File: src/rtl/seg_scan_pkg.sv
// Shared constants for the 7-segment scan controller: FSM encoding and the
// decoder's special nibble codes.
package seg_scan_pkg;

   localparam logic [0:0] ST_GAP  = 1'b0;
   localparam logic [0:0] ST_SHOW = 1'b1;

   localparam logic [3:0] CODE_BLANK = 4'hF;
   localparam logic [3:0] CODE_DASH  = 4'hE;

   // True when a higher digit still allows suppression of the digits below it.
   function automatic logic lz_pass(input logic [3:0] nib);
      case (nib)
         4'h0, CODE_BLANK: lz_pass = 1'b1;
         CODE_DASH:        lz_pass = 1'b0;
         default:          lz_pass = 1'b0;
      endcase
   endfunction

endpackage

File: src/rtl/seg_scan_timer.sv
// Up-counter with synchronous clear and a terminal-count flag against a
// runtime compare value; times both the gap and show intervals.
module seg_scan_timer #(
   parameter int W = 8
) (
   input  logic         clk,
   input  logic         rst,
   input  logic         clr_i,
   input  logic [W-1:0] tc_val_i,
   output logic [W-1:0] cnt_o,
   output logic         tc_o
);

   logic [W-1:0] cnt_q, cnt_d;

   assign cnt_d = clr_i ? '0 : cnt_q + W'(1);
   assign cnt_o = cnt_q;
   assign tc_o  = (cnt_q == tc_val_i);

   always_ff @(posedge clk) begin
      if (rst) begin
         cnt_q <= '0;
      end else begin
         cnt_q <= cnt_d;
      end
   end

endmodule

File: src/rtl/seg_scan_ctrl.sv
// Multi-digit 7-segment scan controller with frame-synchronous shadow data,
// guard gaps and leading-zero blanking. Define SEG_SCAN_DIM_EN for PWM dimming.
//
//   state   | meaning
//   ST_GAP  | all digits off; code_out already carries the upcoming digit
//   ST_SHOW | digit idx enabled for SCAN_DIV cycles
module seg_scan_ctrl
   import seg_scan_pkg::*;
#(
   parameter int DIGITS   = 8,
   parameter int SCAN_DIV = 50000,
   parameter int GAP_CYC  = 500
) (
   input  logic                  clk,
   input  logic                  rst,
   input  logic [4*DIGITS-1:0]   data_in,
   input  logic                  load,
   input  logic [DIGITS-1:0]     dp_in,
   input  logic                  lz_en,
`ifdef SEG_SCAN_DIM_EN
   input  logic [3:0]            bright,
`endif
   output logic [3:0]            code_out,
   output logic                  dp_out,
   output logic [DIGITS-1:0]     an,
   output logic                  frame_start
);

   localparam int TW = $clog2((SCAN_DIV > GAP_CYC) ? SCAN_DIV : GAP_CYC);
   localparam int IW = $clog2(DIGITS);

   logic [0:0]               state_q, state_d;
   logic [IW-1:0]            idx_q, idx_d;
   logic [TW-1:0]            cnt, tc_val;
   logic                     tc, wrap, boundary;
   logic [DIGITS-1:0][3:0]   sh_q, sh_d, pb_q, pb_d;
   logic [DIGITS-1:0]        sp_q, sp_d, pbp_q, pbp_d;
   logic                     pend_q, pend_d;
   logic [DIGITS-1:0]        sup;
   logic                     above_ok, suppress, show_d, an_on;
   logic [3:0]               code_d;
   logic                     dp_d;
   logic [DIGITS-1:0]        an_d;

   assign tc_val = (state_q == ST_GAP) ? TW'(GAP_CYC - 1) : TW'(SCAN_DIV - 1);

   seg_scan_timer #(.W(TW)) u_timer (
      .clk      (clk),
      .rst      (rst),
      .clr_i    (tc),
      .tc_val_i (tc_val),
      .cnt_o    (cnt),
      .tc_o     (tc)
   );

   assign wrap     = (idx_q == IW'(DIGITS - 1));
   assign boundary = (state_q == ST_SHOW) && tc && wrap;

   always_comb begin
      state_d = state_q;
      idx_d   = idx_q;
      if (tc) begin
         if (state_q == ST_GAP) begin
            state_d = ST_SHOW;
         end else begin
            state_d = ST_GAP;
            idx_d   = wrap ? '0 : idx_q + IW'(1);
         end
      end
   end

   // A load landing on the boundary cycle goes straight to the shadow copy.
   always_comb begin
      sh_d   = sh_q;
      sp_d   = sp_q;
      pb_d   = pb_q;
      pbp_d  = pbp_q;
      pend_d = pend_q;
      if (boundary && pend_q) begin
         sh_d   = pb_q;
         sp_d   = pbp_q;
         pend_d = 1'b0;
      end
      if (load) begin
         if (boundary) begin
            sh_d   = data_in;
            sp_d   = dp_in;
            pend_d = 1'b0;
         end else begin
            pb_d   = data_in;
            pbp_d  = dp_in;
            pend_d = 1'b1;
         end
      end
   end

   always_comb begin
      above_ok = 1'b1;
      sup      = '0;
      for (int k = DIGITS - 1; k >= 0; k--) begin
         sup[k]   = above_ok && (sh_d[k] == 4'h0) && (k != 0);
         above_ok = above_ok && lz_pass(sh_d[k]);
      end
   end

   assign suppress = lz_en && sup[idx_d];
   assign code_d   = suppress ? CODE_BLANK : sh_d[idx_d];
   assign show_d   = (state_d == ST_SHOW);
   assign dp_d     = show_d && sp_d[idx_d] && !suppress;

`ifdef SEG_SCAN_DIM_EN
   logic [TW-1:0] timer_d;
   logic [3:0]    bright_q, bright_d;

   assign timer_d  = tc ? '0 : cnt + TW'(1);
   assign bright_d = (tc && (state_q == ST_GAP)) ? bright : bright_q;
   assign an_on    = show_d &&
                     (32'(timer_d) < (32'(bright_d) + 32'd1) * 32'(SCAN_DIV / 16));

   always_ff @(posedge clk) begin
      if (rst) begin
         bright_q <= 4'hF;
      end else begin
         bright_q <= bright_d;
      end
   end
`else
   logic unused_cnt;

   assign unused_cnt = ^cnt;
   assign an_on      = show_d;
`endif

   assign an_d = ~(DIGITS'(an_on) << idx_d);

   always_ff @(posedge clk) begin
      if (rst) begin
         state_q     <= ST_GAP;
         idx_q       <= '0;
         sh_q        <= {DIGITS{CODE_BLANK}};
         sp_q        <= '0;
         pb_q        <= {DIGITS{CODE_BLANK}};
         pbp_q       <= '0;
         pend_q      <= 1'b0;
         code_out    <= CODE_BLANK;
         dp_out      <= 1'b0;
         an          <= '1;
         frame_start <= 1'b0;
      end else begin
         state_q     <= state_d;
         idx_q       <= idx_d;
         sh_q        <= sh_d;
         sp_q        <= sp_d;
         pb_q        <= pb_d;
         pbp_q       <= pbp_d;
         pend_q      <= pend_d;
         code_out    <= code_d;
         dp_out      <= dp_d;
         an          <= an_d;
         frame_start <= boundary;
      end
   end

endmodule

File: config.mk
export PLATFORM = sky130hd
export DESIGN_NAME = seg_scan_ctrl
export DESIGN_NICKNAME = d
export VERILOG_FILES = /design/src/rtl/seg_scan_pkg.sv /design/src/rtl/seg_scan_timer.sv /design/src/rtl/seg_scan_ctrl.sv
export SDC_FILE = /design/constraint.sdc
export NUM_CORES = 1
export LEC_CHECK = 0
export BUFFER_PORTS_ARGS = -buffer_cell sky130_fd_sc_hd__clkbuf_2
export CORE_UTILIZATION = 59
export DETAILED_ROUTE_END_ITERATION = 10
export GPL_TIMING_DRIVEN = 0
export PLACE_DENSITY = 0.8
export SETUP_SLACK_MARGIN = 0.15
export SYNTH_ARGS = -nofsm -noshare
export SYNTH_HDL_FRONTEND = slang
export SYNTH_HIERARCHICAL = 1
export SYNTH_SLANG_ARGS = --single-unit
File: constraint.sdc
create_clock -name clk -period 3.7 [get_ports clk]
set_input_delay 0.37 -clock clk [delete_from_list [all_inputs] [get_ports clk]]
set_output_delay 0.37 -clock clk [all_outputs]
set_load 0.03 [all_outputs]
# == After elaboration in Yosys (flattened, before gate mapping) ==
# Cells that the tools add are included.
# classes
n_addsub,2
n_lt_le_gt_ge,1
n_eq_ne,8
shift,1
muxes,27
bitwise_logic,2
n_reduce_logical,35
# ops
op,count
two-way mux 32 bit,3
zero test 4 bit,7
"equality test 4 bit, second input constant",6
two-way mux 8 bit,3
logical AND 1 bit,17
"adder 16 x 1 -> 16 bit, second input constant",1
equality test 16 bit,1
two-way mux 16 bit,1
OR reduction 2 bit,8
two-way mux 1 bit,13
binary-select mux 4 bit (select 3 bit),1
two-way mux 3 bit,3
inverter 8 bit,1
left shift 1 x 3 -> 8 bit,1
binary-select mux 1 bit (select 3 bit),2
"< comparator 3 x 4 -> 1 bit, second input constant",1
two-way mux 4 bit,1
"adder 3 x 1 -> 3 bit, second input constant",1
"equality test 3 bit, second input constant",1
AND reduction 2 bit,1
nonzero test 2 bit,1
zero test 1 bit,1
inverter 1 bit,1
# totals
ff_bits,115
input_bits,44
out_inout_bits,14
elab_cells,102

# == Logic depth before layout (Yosys ltp) ==
# Gate-level depths: netlist of run 1.
# depth
ltp_word,22
mapped_depth,16
depth_no_buf,13

# == Cells and area by module ==
# The synthesis of run 1 kept the hierarchy.
# modules_own_cells
mod,instances,cells_per_inst,area_each_um2,seq_area_each_um2
seg_scan_ctrl,1,559,4665.7,1981.9
seg_scan_timer,1,104,910.9,320.3

# == Worst setup path before layout of run 1 ==
# OpenSTA, ideal clock, no wires.
# synth_timing
kind,register -> register
startpoint,reg state_q
endpoint,reg dp_out
setup_time_ns,0.116
t_arrival_ns,3.330
required_ns,3.584
slack_ns,0.254
stages_incl_launch_ff,14
n_path_buf,1
synth_period_minus_slack_ns,3.446
path_cell_list,dfxtp_1 inv_1 xnor2_1 nand4_1 nor4_1 ha_1 nand3_2 buf_4 o22ai_1 a21oi_1 or4_1 o21ai_1 o2111ai_2 and3_1
# synth_between
elab_chain_cells,22
elab_cells_between_ends,59
cone_classes,7 x eq/ne; 21 x mux; 31 x reduce/logical
# synth_lines
item,line_no,source
"start, declared",seg_scan_ctrl.sv:32,"logic [0:0] state_q, state_d;"
"start signal, assigned",seg_scan_ctrl.sv:150,state_q <= state_d;
two-way mux 16 bit *,seg_scan_ctrl.sv:45,assign tc_val = (state_q == ST_GAP) ? TW'(GAP_CYC - 1) : TW'(SCAN_DIV - 1);
via tc_val[4],seg_scan_ctrl.sv:34,"logic [TW-1:0] cnt, tc_val;"
equality test 16 bit *,seg_scan_timer.sv:18,assign tc_o = (cnt_q == tc_val_i);
via tc,seg_scan_ctrl.sv:35,"logic tc, wrap, boundary;"
logical AND 1 bit (2 in a row),seg_scan_ctrl.sv:57,assign boundary = (state_q == ST_SHOW) && tc && wrap;
logical AND 1 bit,seg_scan_ctrl.sv:79,if (boundary && pend_q) begin
two-way mux 32 bit,seg_scan_ctrl.sv:79,
two-way mux 32 bit,seg_scan_ctrl.sv:85,if (boundary) begin
[3 not listed],n/a,
two-way mux 1 bit,seg_scan_pkg.sv:13,case (nib)
logical AND 1 bit (5 in a row),seg_scan_ctrl.sv:102,above_ok = above_ok && lz_pass(sh_d[k]);
logical AND 1 bit,seg_scan_ctrl.sv:101,sup[k] = above_ok && (sh_d[k] == 4'h0) && (k != 0);
binary-select mux 1 bit (select 3 bit),seg_scan_ctrl.sv:106,assign suppress = lz_en && sup[idx_d];
two-way mux 1 bit (not written as such),seg_scan_ctrl.sv:106,
logical AND 1 bit,seg_scan_ctrl.sv:106,
zero test 1 bit,seg_scan_ctrl.sv:109,assign dp_d = show_d && sp_d[idx_d] && !suppress;
logical AND 1 bit *,seg_scan_ctrl.sv:109,
"end signal, assigned",seg_scan_ctrl.sv:158,dp_out <= dp_d;
"end, declared",seg_scan_ctrl.sv:24,"output logic dp_out,"
# The timed path passes the listed nets; every way through them passes the cells marked *. The select of a mux whose other input is x is not followed.
# A chain may end at the register's enable or synchronous reset.

# == Final worst setup path of run 1 ==
# Same ends and word-level chain as after synthesis.

==> results of run 1 <==
synthesized netlist by cell type (all sizes together):
master   number
or2          29
or4           5
ha            4
a41oi         2
a211oi        4
or3           6
a21o          3
nand3b       29
nand4        10
xnor2        17
buf          22
nor4         11
nand2       103
o2111ai       2
o31a          4
o211ai        2
nand3        23
inv          10
a221oi        9
clkbuf       27
mux4          4
a21oi        59
and2          3
conb          2
and3          5
o21ai         7
dfxtp       115
and4          3
mux2          3
nor2         34
a31oi         1
a211o         4
o31ai         4
nor3          5
nand2b       19
mux2i         7
a31o          1
xor2          2
o22ai        63
worst max-delay path by stage:
stage	startpoint	end	slack (ns)	depth (start not counted)
4_1_cts	state_q	dp_out	0.13	14
6_report	state_q	dp_out	0.25	15
3_3_place_gp	state_q	dp_out	-0.59	14
3_5_place_dp	state_q	dp_out	-0.66	14
2_1_floorplan	state_q	dp_out	0.25	13
5_1_grt	u_timer/cnt_o[2]	dp_out	0.09	14
kinds of logic after synthesis:
family / after synthesis
AO/OA/AOI/OAI: 165
XOR/XNOR: 19
adder cells (fa/ha/maj): 4
buffers and inverters: 59
flip-flops: 115
multiplexers: 14
other: 2
AND/OR/NAND/NOR: 285
worst reg2reg max path, cell delays in order, from the launching register on:
cell,delay (ns)
dfxtp_4,0.37
inv_1,0.14
xnor2_1,0.13
nand4_1,0.16
nor4_4,0.43
ha_4,0.24
nand3_1,0.15
buf_2,0.25
o22ai_1,0.23
a21oi_2,0.11
nor4_4,0.35
buf_4,0.17
o211ai_1,0.08
nand2_1,0.10
o2111ai_2,0.20
and3_1,0.23
per-stage QoR:
step           util [%]  total power (W)  setup TNS [ns]  instance area (um2)  worst slack (ns)
3_5_place_dp       65.5          0.00149          -17.43                 6020            -0.659
2_1_floorplan         -          0.00142               0                 5600             0.254
5_1_grt            74.3          0.00319               0                 6830            0.0938
6_report           74.3          0.00311               0                 6830             0.250
4_1_cts            72.7          0.00310               0                 6680             0.129
3_3_place_gp       65.5          0.00149          -13.76                 6020            -0.594
registers in the layout, summed over array words and instances, names as in the netlist:
name	count
pb_q	32
sp_q	8
pbp_q	8
sh_q	32
state_q	1
dp_out	1
pend_q	1
code_out	4
u_timer/cnt_o	16
idx_q	3
an	8
frame_start	1
per-layer routing:
metal | share of wire [%] | track usage [%]
met1 | 41 | 41.9
met2 | 49 | 57.8
met3 | 7.2 | 7.45
met4 | 3.0 | 17.1
met5 | 0 | 0
power breakdown:
group | internal (W) | leakage (nW) | total (W) | switching (W)
Combinational | 0.0000700 | 1.50 | 0.000185 | 0.000115
Sequential | 0.00127 | 0.941 | 0.00129 | 0.0000213
Clock | 0.00102 | 0.282 | 0.00163 | 0.000610
cell type report:
cell class	instances	area share, %
inverter	10	0.550
multi-input combinational	495	46.4
tap	111	2.03
clock inverter	13	2.34
sequential	115	33.8
timing repair buffer	64	4.95
clock buffer	19	6.17
buffer	49	3.81
what timing repair did:
item | 4_1_cts | 5_1_grt
setup buffers | 1 | 6
pin swaps | 2 | 10
setup endpoints to repair | 66 | 25
cloned | 0 | 0
resized for setup | 15 | 28
==> results.yml, run 1 <==
run_status:
  status: "finished, final reports clean"
sta:
  fmax_ghz: 0.290
  skew_ns: 0.0121
  worstMarginPinSlew_ns: 0.707
  slew_violations: 0
  rsz0062_at_grt: "yes"
  hold_viol_final: 0
  period_needed_ns: 3.45
  period_share_pct: 93.2
  hold-worst-slack_ns: 0.0634
  final-setup-viol-count: 0
  relSlewSlack_pct: 52.9
critical_path:
  rrSetupSlack_ns: 0.25
  reg2regPathDepth: 15
  crit_path_frequent_cell: "nor4_4"
  start_kind: "register"
  reg2reg_to: "dp_out"
  worst_ep_required_time_ns: 4.12
  r2r_start: "state_q"
  critPathCaptureType: "register"
  crit_chain: "inv_1, xnor2_1, nand4_1, nor4_4, ha_4, nand3_1, buf_2, o22ai_1, a21oi_2, nor4_4, buf_4, o211ai_1, nand2_1, o2111ai_2, and3_1"
  crit_path_max_fanout: 10
  cp.arrival_ns: 3.87
  crit_type: "register to register"
  critPathMaxStageDelay_ns: 0.43
  cp.buffers_inverters: 3
  critPathSlowestCell: "nor4_4"
  cp_top_family: "simple AND/OR/NAND/NOR gates"
cts:
  clockRootBuffer: "clkbuf_8"
  cts_buffer_depth: 2
  htree_levels: 4
  cts.hold.buffers_added: 0
  clk_latency_ns: 0.53
  clock_sinks: 115
  clk_pin_slew_ns: 0.06
  numCtsBuffers: 17
  cts_tree: "built"
yosys:
  yosysWarningCount: 6
  yosys.area.top_type: "dfxtp_1"
  synth_area_leaders: "dfxtp_1 (41%), nand2_1 (6.9%), o22ai_1 (6.8%), a21oi_1 (5.1%), nand3b_1 (3.9%)"
  synthSimpleGateAreaFrac_pct: 27.3
  ys_seq_elements: 115
  yosysTopAreaCellShare_pct: 41.3
  synth_fa_ha_area_share_pct: 0.897
  synth_compound_area_share_pct: 18.9
  synth_cell_types: 53
  netlist_area_um2: 5580
  muxShareOfSynthArea_pct: 3.48
  avgSynthCellArea_um2: 8.41
  yosys.area_share.xor_xnor_pct: 2.98
  seq_area_frac_synth_pct: 41.3
  synth_top_family_by_area: "simple AND/OR/NAND/NOR gates"
  syn_inst: 663
finish:
  fillers: 698
  layout_commonest_cell: "dfxtp_1"
  area_delta_synth_final_pct: 22.5
  nNetsFinal: 800
  instances_no_fill: 876
  multiInputGateArea_um2: 3170
  diodes: 0
  layout-drive-gt1-share_pct: 25.2
  mostFrequentLayoutCells: "dfxtp_1 (114), nand2_1 (102), clkbuf_2 (60)"
  seqCellArea_um2: 2310
placement:
  place_congestion: 0.920
  io_buffers: 57
  dp_hpwl_um: 11100
  numPlacedInstances: 837
global_routing:
  grt_usage_pct: 34.4
  grt_start_max_net_pins: 17
  antenna_found_initial: 0
  grt_pass1_wl_um: 26300
  grt_pass1_vias: 5355
  overflow: 0
routing:
  via_per_inst: 6.28
  dr.pass1.iters: 5
  ant_nets: 0
  drc: 0
  vias: 5505
  wirelength_um: 16700
  drt_iter0_drc: 408
  wl_per_cell_um: 19.1
min_path:
  min_from: "data_in[14]"
  min_to: "pb_q[14]"
  hold_depth: 3
  hold_class: "primary input to register"
power_and_ir_drop:
  peakVddDrop_uv: 291
  leakagePower_nw: 2.73
  power_density_nw_per_um2: 456
floorplanning:
  ios: 58
  row_count: 35
  core_area_um2: 9200
  dieArea_um2: 9840
  die_w_um: 99.2
  initial_core_util_pct: 60.6
  fp.dieH_um: 99.2
job:
  cap_violations: 0
No activity file was read; power rests on OpenSTA's default activity.
==> run 2, diff against run 1 <==
CORE_UTILIZATION = 53   (was 59)
PLACE_DENSITY = 0.76   (was 0.8)
clock period = 3.1 ns   (was 3.7 ns; I/O delays follow)
==> results.yml, run 2 (synthesis gave the netlist of run 1 again) <==
run_status:
  status: "finished, violations left"
  violations: "setup timing"
critical_path:
  critPathCaptureType: "register"
  cp.arrival_ns: 3.87
  rrSetupSlack_ns: -0.37
  cp-startpoint: "state_q"
  crit_path_max_fanout: 6
  worst_ep_required_time_ns: 3.50
  start_kind: "register"
  r2r_start: "state_q"
  crit_type: "register to register"
sta:
  relSlewSlack_pct: 40.8
  skew_ns: 0.0180
  hold_viol_final: 0
  period_needed_ns: 3.47
  slew_violations: 0
  worstMarginPinSlew_ns: 0.887
  hold-worst-slack_ns: 0.0103
  worst_slack_ns: -0.366
  fmax_ghz: 0.288
  final-setup-viol-count: 5
  rsz0062_at_grt: "yes"
  period_share_pct: 112
cts:
  clk_latency_ns: 0.53
  cts_tree: "built"
  htree_levels: 4
  numCtsBuffers: 17
  clockRootBuffer: "clkbuf_8"
  cts_buffer_depth: 2
  clock_sinks: 115
  clk_pin_slew_ns: 0.06
min_path:
  hold_class: "primary input to register"
  min_from: "data_in[9]"
job:
  cap_violations: 0
power_and_ir_drop:
  peakVddDrop_uv: 337
  totalPowerFinal_w: 0.00386
  power_density_nw_per_um2: 519
  leakagePower_nw: 2.99
routing:
  vias: 5815
  drt_iter0_drc: 671
  ant_nets: 0
  via_per_inst: 6.31
  dr.pass1.iters: 6
  wl_per_cell_um: 19.5
  drc: 0
  wirelength_um: 18000
floorplanning:
  ios: 58
  dieArea_um2: 10900
  initial_core_util_pct: 54.3
  die_w_um: 105
  row_count: 37
  core_area_um2: 10300
  fp.dieH_um: 105
finish:
  mostFrequentLayoutCells: "dfxtp_1 (111), nand2_1 (101), clkbuf_2 (64)"
  layout_commonest_cell: "dfxtp_1"
  diodes: 0
  layout-drive-gt1-share_pct: 33.3
  nNetsFinal: 821
  area_delta_synth_final_pct: 33.6
global_routing:
  busiest_layer: "met2"
  use_met2_pct: 54.4
  overflow: 0
  antenna_found_initial: 0
  met1_usage_pct: 39.9
  met3_usage_pct: 6.74
  grt_usage_pct: 32.6
  grt_pass1_wl_um: 27900
  grt_pass1_vias: 5569
  grt_start_max_net_pins: 17
placement:
  place_congestion: 0.937
  dp_hpwl_um: 11300
  io_buffers: 57
## run 2: final cells by class
class                           instances  area, um2
Multi-Input combinational cell        495       3430
Fill cell                             744       2830
Sequential cell                       115       2310
Timing Repair Buffer                   85        539
Clock buffer                           23        477
Buffer                                 49        342
Tap cell                              136        170
Clock inverter                          9        149
Inverter                               10       40.0
## run 2: final timing paths
check | endpoint | depth (start not counted)
hold reg to reg | pbp_q[5] | 2
setup reg to reg | dp_out | 13
hold / removal | pb_q[9] | 3
setup / recovery | dp_out | 13
## run 2: what timing repair did
item,in CTS,in global routing
hold buffers,0,0
gates resized for setup,74,49
setup buffers,20,6
cloned,2,0
endpoints found under the setup margin,58,52
pin swaps,18,12
## run 2: power by group
group          switching [W]  total (W)  internal, W
clock               0.000699    0.00209      0.00139
combinational       0.000146   0.000236    0.0000895
sequential         0.0000249    0.00154      0.00152
total               0.000870    0.00386      0.00300
## run 2: worst max-delay path: stages (launching register included)
cell       delay [ns]
dfxtp_4          0.38
buf_6            0.14
xnor2_2          0.16
nand4_1          0.16
nor4_4           0.44
ha_4             0.24
nand3_4          0.17
buf_8            0.21
o22ai_1          0.16
a21oi_1          0.15
or4_1            0.55
o21ai_2          0.14
o2111ai_2        0.20
and3_4           0.24
## run 2: layer usage
layer	up-vias	routed length (um)	share of wire [%]
met5	-	0	0
met4	0	787	4.4
met3	85	1620	9.0
met2	385	8550	47
met1	2733	7060	39
li1	2612	-	-
## run 2: stage by stage
step           cell area (um2)  util (%)  worst slack [ns]  std cells  setup TNS, ns
2_1_floorplan             5630         -             0.127        669              0
3_3_place_gp              6080      59.2            -0.464        862          -6.58
3_5_place_dp              6080      59.2            -0.515        862         -10.48
4_1_cts                   7210      70.2            -0.142        916         -0.460
5_1_grt                   7450      72.5            -0.444        922          -1.99
6_report                  7450      72.5            -0.366        922          -1.55
==> run 3, diff against run 2 <==
--- a/config.mk
+++ b/config.mk
@@ -8,2 +8,3 @@
 export BUFFER_PORTS_ARGS = -buffer_cell sky130_fd_sc_hd__clkbuf_2
+export CORE_MARGIN = 4
 export CORE_UTILIZATION = 53
@@ -11,2 +12,3 @@
 export GPL_TIMING_DRIVEN = 0
+export HOLD_SLACK_MARGIN = 0.05
 export PLACE_DENSITY = 0.76
==> constraint.sdc (replaced) <==
create_clock -name clk -period 3.1 [get_ports clk]
set_input_delay 0.155 -clock clk [delete_from_list [all_inputs] [get_ports clk]]
set_output_delay 0.155 -clock clk [all_outputs]
set_load 0.03 [all_outputs]
==> results.yml, run 3 (synthesis gave the netlist of run 1 again) <==
finish:
  diodes: 0
  nNetsFinal: 871
  layout_commonest_cell: "dfxtp_1"
  fillers: 658
  area_delta_synth_final_pct: 44.7
  instances_no_fill: 971
  mostFrequentLayoutCells: "dfxtp_1 (110), nand2_1 (101), clkbuf_2 (63)"
  layout-drive-gt1-share_pct: 33.3
floorplanning:
  initial_core_util_pct: 54.3
  core_area_um2: 10300
  die_w_um: 111
  fp.dieH_um: 111
  row_count: 37
  ios: 58
  dieArea_um2: 12200
critical_path:
  worst_ep_required_time_ns: 3.52
  start_kind: "register"
  r2r_start: "state_q"
  reg2reg_to: "dp_out"
  reg2regPathDepth: 16
  crit_path_max_fanout: 8
  cp-startpoint: "state_q"
  critPathCaptureType: "register"
  crit_path_end: "dp_out"
  crit_type: "register to register"
  rrSetupSlack_ns: -0.38
  cp.arrival_ns: 3.91
cts:
  htree_levels: 4
  clockRootBuffer: "clkbuf_8"
  numCtsBuffers: 17
  cts_tree: "built"
  clock_sinks: 115
  clk_pin_slew_ns: 0.06
  cts_buffer_depth: 2
  clk_latency_ns: 0.53
placement:
  post-place-ws_ns: -0.600
  dp_hpwl_um: 11600
  numPlacedInstances: 862
  place_congestion: 0.901
  io_buffers: 57
routing:
  via_per_inst: 6.34
  wirelength_um: 20100
  wl_per_cell_um: 20.7
  ant_nets: 0
  dr.pass1.iters: 6
  drc: 0
  vias: 6155
  drt_iter0_drc: 613
sta:
  skew_ns: 0.0143
  period_share_pct: 112
  final-setup-viol-count: 5
  hold_viol_final: 0
  rsz0062_at_grt: "yes"
  fmax_ghz: 0.287
  worstMarginPinSlew_ns: 0.953
  period_needed_ns: 3.48
  worst_slack_ns: -0.385
  relSlewSlack_pct: 36.5
  slew_violations: 0
run_status:
  violations: "setup timing"
  status: "finished, violations left"
job:
  cap_violations: 0
global_routing:
  antenna_found_initial: 0
  overflow: 0
  grt_start_max_net_pins: 17
  grt_pass1_vias: 5980
  grt_usage_pct: 29.8
  grt_pass1_wl_um: 29600
min_path:
  hold_class: "primary input to register"
  min_from: "data_in[0]"
power_and_ir_drop:
  power_density_nw_per_um2: 486
  leakagePower_nw: 3.23
  peakVddDrop_uv: 329
## run 3: cell types whose count changed in the layout (fill, tap and decap cells not counted), moves of 3 or more
cell,change
a21oi_1,-3
buf_12,+4
o22ai_1,-9
o22ai_2,+9
dlygate4sd3_1,+43
## run 3: what timing repair did
action,in CTS,in global routing
gates resized for setup,59,72
gates cloned,1,2
pin swaps,17,20
setup endpoints to repair,55,54
buffers inserted,15,17
hold buffers,43,0
endpoints found under the hold margin,58,0
## run 3: stage by stage
step | util [%] | instance area [um2] | setup TNS, ns | hold WS [ns] | power [W]
finish | 78.5 | 8070 | -1.74 | 0.400 | 0.00392
global route | 78.5 | 8070 | -2.20 | 0.425 | 0.00402
CTS | 73.1 | 7520 | -0.393 | 0.377 | 0.00389
detailed placement | 59.2 | 6080 | -11.09 | 0.389 | 0.00179
global placement | 59.2 | 6080 | -8.86 | 0.383 | 0.00178
floorplan | - | 5630 | 0 | 0.273 | 0.00170
## run 3: power breakdown
part           internal (W)  switching [W]
Clock               0.00138       0.000703
Sequential          0.00152      0.0000291
Combinational      0.000124       0.000163
Total               0.00303       0.000895
## run 3: worst max-delay path: stages (launching register included)
cell	delay [ns]
dfxtp_4	0.37
buf_6	0.13
xnor2_1	0.16
nand4_1	0.17
nor4_4	0.23
buf_4	0.19
ha_4	0.21
and2_4	0.17
buf_12	0.14
clkbuf_16	0.14
o22ai_1	0.10
a21oi_2	0.27
and4_1	0.29
o211ai_1	0.15
a21oi_2	0.22
o2111ai_4	0.18
and3_4	0.25
## run 3: final cells by class
type | instances | area, um2 | area share (%)
multi-input cells | 495 | 3510 | 43.5
inverters | 10 | 40.0 | 0.496
clock buffers | 22 | 473 | 5.86
flip-flops and latches | 115 | 2310 | 28.6
clock inverters | 9 | 153 | 1.89
plain buffers | 49 | 342 | 4.23
well taps | 136 | 170 | 2.11
repair buffers | 135 | 1070 | 13.3
## run 3: layer usage
layer	vias to the layer above	global-route usage, %	part of all wire, %
met1	2944	36.8	37
met2	401	49.2	48
met3	109	6.47	9.5
li1	2701	-	-
met5	-	0	0
met4	0	14.6	5.2
## run 3: worst min-delay path by stage
stage	end	cells after the start
2_1_floorplan	pb_q[7]	1
3_5_place_dp	pb_q[0]	3
6_report	pb_q[0]	4
5_1_grt	pb_q[1]	4
3_3_place_gp	pb_q[8]	3
4_1_cts	pb_q[17]	4
